`src/rtl/seg_scan_display.sv`:
```
// Multiplexed 7-segment display engine: iterative double-dabble converter
// feeding a scanned digit bank with ghost blanking, blinking and LZ blanking.
module seg_scan_display #(
    parameter int unsigned FIELDS      = 2,
    parameter int unsigned DIGITS      = 4,
    parameter int unsigned VAL_W       = 14,
    parameter int unsigned BLINK_TICKS = 64
) (
    input  logic                       clk,
    input  logic                       rst_n,
    input  logic                       tick_scan,
    input  logic [FIELDS*VAL_W-1:0]    values,
    input  logic                       load,
    output logic                       busy,
    input  logic [FIELDS-1:0]          lzb_en,
    input  logic [FIELDS-1:0]          blink_en,
    input  logic [FIELDS*DIGITS-1:0]   dp_mask,
    output logic [7:0]                 seg_data,
    output logic [FIELDS*DIGITS-1:0]   seg_com
);

    localparam int unsigned N     = FIELDS * DIGITS;
    localparam int unsigned BCD_W = 4 * DIGITS;
    localparam int unsigned IDX_W = (N > 1) ? $clog2(N) : 1;
    localparam int unsigned CNT_W = (VAL_W > 1) ? $clog2(VAL_W) : 1;
    localparam int unsigned BT_W  = (BLINK_TICKS > 1) ? $clog2(BLINK_TICKS) : 1;

    function automatic longint unsigned pow10(input int unsigned n);
        longint unsigned r;
        r = 1;
        for (int unsigned i = 0; i < n; i++) r = r * 10;
        return r;
    endfunction

    localparam longint unsigned MAX_VAL = pow10(DIGITS) - 1;

    function automatic logic [6:0] seg_enc(input logic [3:0] n);
        case (n)
            4'd0:    return 7'h3F;
            4'd1:    return 7'h06;
            4'd2:    return 7'h5B;
            4'd3:    return 7'h4F;
            4'd4:    return 7'h66;
            4'd5:    return 7'h6D;
            4'd6:    return 7'h7D;
            4'd7:    return 7'h07;
            4'd8:    return 7'h7F;
            4'd9:    return 7'h6F;
            default: return 7'h00;
        endcase
    endfunction

    typedef enum logic [1:0] {S_IDLE, S_SHIFT, S_COMMIT} state_e;

    state_e                         state_q;
    logic [CNT_W-1:0]               cnt_q;
    logic [FIELDS-1:0][VAL_W-1:0]   bin_q, bin_d, val_in;
    logic [FIELDS-1:0][BCD_W-1:0]   bcd_q, bcd_d;
    logic [FIELDS-1:0]              ovf_q, ovf_in;
    logic                           busy_q;
    logic [N-1:0][3:0]              dig_q, dig_d;

    logic [IDX_W-1:0]               scan_idx_q;
    logic [BT_W-1:0]                blink_cnt_q;
    logic                           blink_phase_q;
    logic [7:0]                     seg_data_q, data_c;
    logic [N-1:0]                   seg_com_q, com_c;

    logic [BCD_W-1:0]               tmp;
    logic                           lead;
    logic [3:0]                     nib;

    // Snapshot unpacking and overflow detection
    always_comb begin
        val_in = '0;
        ovf_in = '0;
        for (int f = 0; f < FIELDS; f++) begin
            val_in[f] = values[f*VAL_W +: VAL_W];
            ovf_in[f] = 64'(val_in[f]) > MAX_VAL;
        end
    end

    // One double-dabble step: add-3 correction, then shift one binary bit in
    always_comb begin
        bcd_d = bcd_q;
        bin_d = bin_q;
        tmp   = '0;
        for (int f = 0; f < FIELDS; f++) begin
            tmp = bcd_q[f];
            for (int p = 0; p < DIGITS; p++) begin
                if (tmp[4*p +: 4] >= 4'd5) tmp[4*p +: 4] = tmp[4*p +: 4] + 4'd3;
            end
            bcd_d[f] = {tmp[BCD_W-2:0], bin_q[f][VAL_W-1]};
            bin_d[f] = bin_q[f] << 1;
        end
    end

    // Commit image: overflow saturates to nines, leading zeros optionally blanked
    always_comb begin
        dig_d = dig_q;
        lead  = 1'b0;
        nib   = 4'd0;
        for (int f = 0; f < FIELDS; f++) begin
            lead = lzb_en[f];
            for (int p = DIGITS - 1; p >= 0; p--) begin
                nib = bcd_q[f][4*p +: 4];
                if (ovf_q[f]) begin
                    dig_d[f*DIGITS + p] = 4'd9;
                end else if (lead && (p != 0) && (nib == 4'd0)) begin
                    dig_d[f*DIGITS + p] = 4'hF;
                end else begin
                    dig_d[f*DIGITS + p] = nib;
                    lead = 1'b0;
                end
            end
        end
    end

    always_ff @(posedge clk or negedge rst_n) begin
        if (!rst_n) begin
            state_q <= S_IDLE;
            cnt_q   <= '0;
            bin_q   <= '0;
            bcd_q   <= '0;
            ovf_q   <= '0;
            busy_q  <= 1'b0;
            dig_q   <= {N{4'hF}};
        end else begin
            case (state_q)
                S_IDLE: begin
                    if (load) begin
                        bin_q   <= val_in;
                        bcd_q   <= '0;
                        ovf_q   <= ovf_in;
                        cnt_q   <= '0;
                        busy_q  <= 1'b1;
                        state_q <= S_SHIFT;
                    end
                end
                S_SHIFT: begin
                    bin_q <= bin_d;
                    bcd_q <= bcd_d;
                    cnt_q <= cnt_q + CNT_W'(1);
                    if (cnt_q == CNT_W'(VAL_W - 1)) state_q <= S_COMMIT;
                end
                S_COMMIT: begin
                    dig_q   <= dig_d;
                    busy_q  <= 1'b0;
                    state_q <= S_IDLE;
                end
                default: state_q <= S_IDLE;
            endcase
        end
    end

    // Drive image for the currently selected digit
    always_comb begin
        data_c = 8'h00;
        com_c  = ~(N'(1) << scan_idx_q);
        for (int d = 0; d < N; d++) begin
            if (scan_idx_q == IDX_W'(d)) begin
                if (blink_en[d / DIGITS] && blink_phase_q) data_c = 8'h00;
                else data_c = {dp_mask[d], seg_enc(dig_q[d])};
            end
        end
    end

    // Scan index, blink timebase and registered outputs; a tick blanks for one clk
    always_ff @(posedge clk or negedge rst_n) begin
        if (!rst_n) begin
            scan_idx_q    <= '0;
            blink_cnt_q   <= '0;
            blink_phase_q <= 1'b0;
            seg_data_q    <= 8'h00;
            seg_com_q     <= '1;
        end else if (tick_scan) begin
            scan_idx_q <= (scan_idx_q == IDX_W'(N - 1)) ? '0 : scan_idx_q + IDX_W'(1);
            if (blink_cnt_q == BT_W'(BLINK_TICKS - 1)) begin
                blink_cnt_q   <= '0;
                blink_phase_q <= ~blink_phase_q;
            end else begin
                blink_cnt_q <= blink_cnt_q + BT_W'(1);
            end
            seg_data_q <= 8'h00;
            seg_com_q  <= '1;
        end else begin
            seg_data_q <= data_c;
            seg_com_q  <= com_c;
        end
    end

    assign busy     = busy_q;
    assign seg_data = seg_data_q;
    assign seg_com  = seg_com_q;

endmodule

```
`config.mk`:
```
export PLATFORM = sky130hd
export DESIGN_NAME = seg_scan_display
export DESIGN_NICKNAME = d
export VERILOG_FILES = /design/src/rtl/seg_scan_display.sv
export SDC_FILE = /design/constraint.sdc
export NUM_CORES = 1
export LEC_CHECK = 0
export CAP_MARGIN = 20
export CORE_ASPECT_RATIO = 0.6
export CORE_MARGIN = 8
export CORE_UTILIZATION = 61
export CTS_BUF_LIST = sky130_fd_sc_hd__clkbuf_8
export CTS_CLUSTER_DIAMETER = 50
export DETAILED_ROUTE_END_ITERATION = 6
export GPL_ROUTABILITY_DRIVEN = 1
export HOLD_SLACK_MARGIN = 0.06
export PLACE_DENSITY = 0.83
export SYNTH_ARGS = -nofsm -noshare
export SYNTH_HDL_FRONTEND = slang
export SYNTH_SLANG_ARGS = --single-unit
```
`constraint.sdc`:
```
create_clock -name clk -period 2.24 [get_ports clk]
set_input_delay 0.448 -clock clk [delete_from_list [all_inputs] [get_ports clk]]
set_output_delay 0.448 -clock clk [all_outputs]
set_load 0.02 [all_outputs]
```
==> impl_results.md, run 1 <==
* Status: finished, final reports clean
* Max VDD drop at 0.000703 V
* Core Util, Final at 72.4%
* WL final at 19200 um
* Most frequent cell after synthesis: nand2_1
* DRC at 0
* Port Buf Inserts at 60
* Clock skew at 0.00941 ns
* CTS Buf Count at 17
* Worst hold path class: input pin to async pin
* Area leader, netlist: dfrtp_1
* Root Buffer: clkbuf_8
* Crit path capture type: flop
* Most used flip-flop cell after synthesis: dfrtp_1
* Initial antenna violation count at 0
* Critical Path Fanout Max at 6
* Via density at 5.94
* HPWL Detailed at 13800 um
* Number of hold violations in the final report at 0
* CP arrival at around 2.5 ns
* Mapped Cells at between 800 and 900
* PwrDens at 1330 mW/mm2
* Overall Power at about 12000 uW
* Seq cells post-synth at between 100 and 150
* Final min period at 2.16 ns
* CTS tree: built
* Worst-Skew Late Latency at 0.42 ns
* Slew Limit Fails at 0
* Core Region at 0.0127 mm2
* Synth top area cells: dfrtp_1 (28%), dfstp_2 (13%), ha_1 (11%), nand2_1 (5.6%), o21ai_0 (5.0%)
* H-tree depth at 4
* Final Cycle Share at 96.6%
* Placer Congestion at between 0.9 and 1
* Cell area after layout at around 0.009 mm2
* Number of diodes at 0
* Sink Count at 127
* Drt wl/cell at 16.7 um
* Commonest cells post-synth: nand2_1 (118), dfrtp_1 (87), o21ai_0 (79), ha_1 (67), a21oi_1 (64)
* Dpl cell area at between 0.008 and 0.009 mm2
* Distinct cells, synth at 56
* Setup TNS at 0 ns
* Sequential fraction of the synthesis area at 41.0%
* RSZ-0062 raised after global routing: false
* Maximum root-to-sink buffer count at 2
* Pleak at just over 0.004 uW
* Filler cell count at 990
* EDFF count, synth at 0
* Net Count, Synth at approximately 1000
* Initial DRC count at between 500 and 600
* Final #Nets at 1076
* Avg Synthesized Cell Area at approximately 8.8 um2
* Share of cells above drive strength 1 at 12.2%
* Worst-path clk slew at 0.07 ns
* Maximum operating frequency at 462 MHz
* Cell area after synthesis at around 0.0079 mm2
* Ys async rst share at 100%
* Slew at the pin closest to its max-slew limit at 0.490 ns
* Critical Path Source Type: flop
* Area taken by multi-input logic gates at 0.00427 mm2
* Slew headroom at 67.2%
* Final Setup Violations at 0
* Via Count at between 6000 and 7000
* Post-CTS Setup Inserts at 0
* Largest net degree at the start of global routing at 73
* Die ar. at ~0.017 mm2
* Die X at 163 um
* Tot GR Track Use at 22.5%
* Crit Path Class: flop to flop
* Final ANT Viol Nets at 0
* DIE HEIGHT at around 100 um
* Top cell type's share of synthesized area at 27.7%
* FF+latch area at ~0.0032 mm2
* Max_cap viols at 0
* Synthesis Warnings at 0
* Row cnt at 32
* Initial Utilization at 61.8%
* Number of global-route vias before repair at around 6400
* First-pass GRT wire length at 31500 um
* Synth-to-Final Area Change at 17.2%
* Pre-antenna DRT Iters at 6
* Grt total ovfl at 0
* IO Count at 61
* Req. time, crit path at 2.54 ns
==> state kept, by name, indices dropped and copies added, names as in the netlist <==
name and cells:
scan_idx_q 3, seg_com 8, state_q 2, busy 1
bcd_q 32, bcd_d 2, seg_data 8, ovf_q 2
blink_phase_q 1, cnt_q 4, dig_q 32, bin_d 26
blink_cnt_q 6
==> report_power, final <==
part | leakage [uW] | switching, uW | internal (uW) | total (uW)
registers | 0.00151 | 970 | 3320 | 4290
clock network | 0.000231 | 865 | 1310 | 2170
logic | 0.00237 | 3310 | 2500 | 5810
total | 0.00411 | 5150 | 7120 | 12300
==> metrics by stage <==
step / cells / worst slack (ns) / hold slack (ns)
detailed placement: 1115 / 0.0802 / 0.316
global route: 1146 / 0.00602 / 0.411
floorplan: 899 / 0.332 / 0.152
finish: 1146 / 0.0768 / 0.422
global placement: 1115 / 0.0930 / 0.317
CTS: 1146 / 0.0431 / 0.400
==> cells by family after synthesis <==
group | after synthesis | share of synthesized area (%)
DFF | 127 | 41.0
xor gates and xnor gates | 18 | 2.00
AOI/OAI and AO/OA | 272 | 22.2
adders and majority gates | 67 | 10.7
buffers and inverters | 100 | 4.88
and+or+nand+nor | 311 | 18.7
muxes | 4 | 0.541
==> layout make-up <==
| type | count | area share (%) |
|---|---|---|
| Timing Repair Buffer | 96 | 9.58 |
| Clock inverter | 9 | 1.53 |
| Inverter | 51 | 2.08 |
| Multi-Input combinational cell | 672 | 46.4 |
| Tap cell | 170 | 2.31 |
| Clock buffer | 21 | 3.13 |
| Sequential cell | 127 | 35.0 |
==> layer usage <==
| layer | vias up | share of wire [%] | GRT usage (%) |
|---|---|---|---|
| li1 | 3300 | - | - |
| met1 | 3257 | 46 | 32.5 |
| met2 | 233 | 45 | 32.8 |
| met3 | 17 | 8.3 | 6.01 |
| met4 | 0 | 0.71 | 5.80 |
| met5 | - | 0 | 0 |
==> worst max-delay path: stages, from the launching register on <==
cell and delay, ns:
dfstp_2 0.58, inv_1 0.08, ha_1 0.28, nand2b_1 0.15
a21o_1 0.18, a221o_1 0.34, a22oi_1 0.31, a21oi_1 0.11
==> repair_timing <==
item,4_1_cts,5_1_grt
gates resized for setup,0,5
endpoints found under the setup margin,0,3
hold endpoints to repair,6,0
hold buffers,1,0
==> final timing paths <==
kind | from | endpoint | slack (ns) | cells past startpoint
max in group asynchronous | rst_n | dig_q[12] | 1.15 | 3
min in group clk | bcd_d[0] | bcd_q[0] | 0.47 | 2
worst max-delay path | dig_q[1] | seg_data[3] | 0.08 | 7
worst min-delay path | rst_n | bcd_q[28] | 0.42 | 2
worst min register to register | bcd_d[0] | bcd_q[0] | 0.47 | 2
worst max register to register | dig_q[1] | seg_data[3] | 0.08 | 7
==> cell usage in the layout (no fill, tap or decap), drive strengths merged, types with 19 or more instances in the layout <==
master and instances:
nor2b 19, dfstp 40, nand2 118, clkbuf 21, clkdlybuf4s50 59, nand3 32, o21ai 80, nand2b 42
ha 67, a21oi 64, inv 54, o31ai 24, a22oi 32, dfrtp 87, nor2 60, buf 36
Power figures use the tool's default switching activity.
==> run 2: changes to the inputs <==
- CELL_PAD_IN_SITES_DETAIL_PLACEMENT: not set -> 1
- CELL_PAD_IN_SITES_GLOBAL_PLACEMENT: not set -> 1
- CORE_UTILIZATION: 61 -> 47
- PLACE_DENSITY: 0.83 -> 0.91
==> run 2 against run 1 <==
Against the previous run: the run now ends with negative setup slack left; cell count increased by 5.3%; register-to-register slack got worse by 0.09 ns; sequential share of layout area decreased by 0.65 points; first-iteration DRC count increased by 7.2%; combinational power increased by 8.6%; critical endpoint is now seg_data[6]; largest cell class unchanged.
==> impl_results.md, run 2 (synthesis results as in run 1) <==
* Final Setup Violations at 2
* Port Buf Inserts at 60
* Largest net degree at the start of global routing at 42
* Number of global-route vias before repair at 7557
* Final Cycle Share at 101%
* Final ANT Viol Nets at 0
* Req. time, crit path at 2.57 ns
* Root Buffer: clkbuf_8
* Final min period at 2.25 ns
* Worst-Skew Late Latency at 0.46 ns
* Initial Utilization at 48.3%
* Die X at 183 um
* Synth-to-Final Area Change at 19.4%
* Slew Limit Fails at 0
* Logic pwr share at 48.6%
* Critical Path Source Type: flop
* Core Region at 0.0163 mm2
* Maximum root-to-sink buffer count at 2
* First-pass GRT wire length at 40000 um
* Dpl ws at about 0.054 ns
* Initial antenna violation count at 0
* Drt wl/cell at 20.6 um
* Share of cells above drive strength 1 at a little over an eighth
* Row cnt at 36
* Clock skew at 0.0222 ns
* DIE HEIGHT at 116 um
* Tot GR Track Use at a little under a quarter
* Final #Nets at 1077
* Pleak at around 0.0041 uW
* Via density at approximately 6
* Status: finished with violations
* Max VDD drop at 0.000573 V
* Grt total ovfl at 0
* Fraction of power consumed by sequential logic at about a third
* Setup TNS at -0.0140 ns
* Crit Path Class: flop to flop
* Maximum operating frequency at about 440 MHz
* WHS at approximately 0.48 ns
* Slew headroom at ~58%
* PwrDens at 1380 mW/mm2
* Critical Path Fanout Max at 7
* Initial DRC count at 612
* Most common cell after layout, fill and taps aside: nand2_1
* WL final at approximately 25000 um
* Slew at the pin closest to its max-slew limit at 0.631 ns
* Number of diodes at 0
* H-tree depth at 4
* DRC at 0
* Cell area after layout at around 0.0094 mm2
* Sw frac at 44.7%
* P_int at 7170 uW
* Clock Power Share at 17.7%
* Reg2Reg Depth at 8
* Violated checks: negative setup slack
* Pre-antenna DRT Iters at 5
* Crit path capture type: flop
* Final Worst Setup Slack at -0.0136 ns
* Net Sw Power at 5800 uW
* Number of hold violations in the final report at 0
* Placer Congestion at 0.905
* Most frequent cells in the layout: nand2_1 (118), dfrtp_1 (87), o21ai_0 (78), ha_1 (67), a21oi_1 (64)
* IO Count at 61
* Sink Count at 127
* CP arrival at 2.58 ns
* HPWL Detailed at 16900 um
* CTS tree: built
* Via Count at between 7000 and 8000
* Die ar. at 0.0213 mm2
* Dpl cell area at 0.00886 mm2
* CTS Buf Count at 17
* Worst hold path class: input pin to async pin
* Max_cap viols at 0
* Worst-path clk slew at 0.09 ns
-- run 2: cell types whose count changed in the layout (fill, tap and decap cells not counted), sizes merged --
cell	before	now
clkinv	2	5
clkinvlp	0	3
clkbuf	21	19
inv	54	52
buf	36	37
-- run 2: power by group through the flow --
stage	Clock (uW)	Sequential (uW)	Combinational (uW)
2_1_floorplan	0	4030	4080
3_5_place_dp	0	4360	5840
5_1_grt	2430	4490	6950
3_3_place_gp	0	4280	5510
6_report	2300	4370	6310
4_1_cts	2330	4340	6040
-- run 2: layout make-up --
class | instances | area (um2)
fill | 1907 | 6910
multi-input combinational | 672 | 4330
sequential | 127 | 3230
timing repair buffer | 97 | 916
tap | 228 | 285
clock buffer | 19 | 262
inverter | 51 | 191
clock inverter | 13 | 186
-- run 2: worst max-delay path: stages (launching register included) --
cell and delay, ns:
dfrtp_1 0.44, inv_1 0.14, ha_1 0.20, buf_4 0.17, nand2b_1 0.22, nor3_1 0.50
o311ai_1 0.16, buf_4 0.16, a21o_1 0.15
-- run 2: through the flow --
step	total power [uW]	util (%)	cells
detailed placement	10200	54.3	1172
global route	13900	57.6	1207
global placement	9790	54.3	1172
finish	13000	57.6	1207
floorplan	8110	-	899
CTS	12700	57.1	1205
-- run 2: what timing repair did --
item	4_1_cts	5_1_grt
gates resized for setup	0	19
endpoints found under the setup margin	0	8
endpoints found under the hold margin	14	0
buffers inserted	0	2
hold buffers	1	0
-- run 2: layer usage --
metal	vias up	global-route usage, %	wire [um]
met5	-	0	0
met4	0	7.77	441
met3	49	4.44	1380
met2	218	37.8	11900
met1	3604	31.3	11200
li1	3297	-	-
-- run 2: path summary, 6_finish.rpt --
path / slack [ns] / endpoint / start
worst max-delay path: -0.01 / seg_data[6] / scan_idx_q[0]
worst min-delay path: 0.48 / blink_cnt_q[5] / rst_n
worst max register to register: -0.01 / seg_data[6] / scan_idx_q[0]
worst min register to register: 0.48 / bin_d[18] / bin_d[18]
max in group asynchronous: 1.11 / seg_com[3] / rst_n
min in group clk: 0.48 / bin_d[18] / bin_d[18]
==> run 3: changes to the inputs <==
- TNS_END_PERCENT: not set -> 10
==> run 3 against run 2 <==
Against the previous run: the run now ends clean; power is 0.34% lower; final area is 0.20% lower; cell count stayed put; first-iteration DRC count is 9.5% higher; sequential share of layout area is 0.069 points higher; core utilization is 0.12 points lower.
==> impl_results.md, run 3 (synthesis results as in run 1) <==
* Die ar. at 0.0213 mm2
* Initial antenna violation count at 0
* DIE HEIGHT at 116 um
* Slew Limit Fails at 0
* Fraction of power consumed by sequential logic at 33.7%
* Setup TNS at 0 ns
* Cell area after layout at 0.00938 mm2
* WL final at approximately 25000 um
* Share of cells above drive strength 1 at about an eighth
* Grt total ovfl at 0
* Slew at the pin closest to its max-slew limit at 0.622 ns
* Final min period at 2.23 ns
* CP arrival at 2.54 ns
* Worst hold path class: input pin to async pin
* Final Cycle Share at approximately 100%
* Clock Power Share at 17.8%
* Crit Path Class: flop to flop
* Placer Congestion at 0.905
* Crit path capture type: flop
* Worst-Skew Late Latency at approximately 0.46 ns
* Via Count at 7204
* RSZ-0062 raised after global routing: true
* Logic pwr share at 48.4%
* Root Buffer: clkbuf_8
* Net Sw Power at 5780 uW
* R2R Setup Slk at 0.005 ns
* Critical Path Fanout Max at 3
* Clock skew at 0.0209 ns
* Most frequent cells in the layout: nand2_1 (118), dfrtp_1 (87), o21ai_0 (79), ha_1 (67), a21oi_1 (64)
* Pre-antenna DRT Iters at 5
* Placed cells at 1172
* Largest net degree at the start of global routing at 42
* Final Setup Violations at 0
* Sink Count at 127
* DRC at 0
* Maximum root-to-sink buffer count at 2
* Port Buf Inserts at 60
* WHS at ~0.48 ns
* Sw frac at 44.7%
* Number of global-route vias before repair at 7557
* Status: finished, final reports clean
* Core Util, Final at 57.5%
* Dpl cell area at 0.00886 mm2
* Via density at roughly 6
* Drt wl/cell at 20.6 um
* Number of diodes at 0
* IO Count at around 60
* Max VDD drop at 0.000572 V
* Filler cell count at approximately 1900
* Tot GR Track Use at 23.4%
* Initial Utilization at around half
* CTS Buf Count at 17
* H-tree depth at 4
* HPWL Detailed at 16900 um
* Die X at 183 um
* Critical Path Source Type: flop
* Worst-path clk slew at 0.09 ns
* Initial DRC count at 670
* Req. time, crit path at ~2.6 ns
* Slew headroom at 58.4%
* First-pass GRT wire length at 40000 um
* Number of hold violations in the final report at 0
* Synth-to-Final Area Change at 19.1%
* Maximum operating frequency at 447 MHz
* Final ANT Viol Nets at 0
* Final #Nets at 1077
* PwrDens at between 1000 and 1500 mW/mm2
* Core Region at 0.0163 mm2
* CTS tree: built
* Row cnt at 36
* P_int at 7150 uW
* Max_cap viols at 0
* Pleak at 0.00412 uW
* Most common cell after layout, fill and taps aside: nand2_1
* Final Non-Filler Cells at between 1000 and 1500
run 3: per-stage QoR:
stage	setup WS, ns	power [uW]
3_5_place_dp	0.0539	10200
4_1_cts	0.00534	12700
5_1_grt	-0.0473	13800
6_report	0.00517	12900
2_1_floorplan	0.332	8110
3_3_place_gp	0.115	9790
run 3: power by group through the flow:
stage	Combinational (uW)	Clock [uW]	Sequential (uW)
2_1_floorplan	4080	0	4030
3_3_place_gp	5510	0	4280
3_5_place_dp	5840	0	4360
4_1_cts	6040	2330	4340
5_1_grt	6900	2430	4500
6_report	6260	2300	4360
run 3: timing repair:
| action | CTS | global route |
|---|---|---|
| hold buffers | 1 | 0 |
| resized for setup | 0 | 14 |
| hold endpoints to repair | 14 | 0 |
| buffers inserted | 0 | 2 |
| endpoints found under the setup margin | 0 | 8 |
run 3: final cells by class:
| class | instances | area [um2] | area share (%) |
|---|---|---|---|
| clock buffers | 19 | 262 | 2.79 |
| clock inverters | 13 | 186 | 1.99 |
| inverters | 51 | 191 | 2.04 |
| multi-input cells | 672 | 4310 | 45.9 |
| flip-flops and latches | 127 | 3230 | 34.4 |
| well taps | 228 | 285 | 3.04 |
| repair buffers | 97 | 916 | 9.77 |
run 3: layer usage:
metal	wire (um)	global-route usage, %	vias to the layer above
li1	-	-	3300
met1	11300	31.3	3645
met2	11800	37.8	211
met3	1320	4.44	48
met4	409	7.77	0
met5	0	0	-
run 3: critical path, cell delays in order (launching register included):
cell and delay, ns:
dfstp_2 0.56, inv_1 0.06, ha_1 0.30, nand2b_1 0.14, a21o_1 0.20, a221o_1 0.35
a22oi_1 0.35, a21oi_1 0.12
run 3: worst paths after layout:
kind | from | cells after the start | end
setup reg to reg | dig_q[0] | 7 | seg_data[3]
max in group asynchronous | rst_n | 3 | seg_com[3]
hold reg to reg | bin_d[18] | 2 | bin_d[18]
setup / recovery | dig_q[0] | 7 | seg_data[3]
min in group clk | bin_d[18] | 2 | bin_d[18]
hold / removal | rst_n | 2 | blink_cnt_q[4]
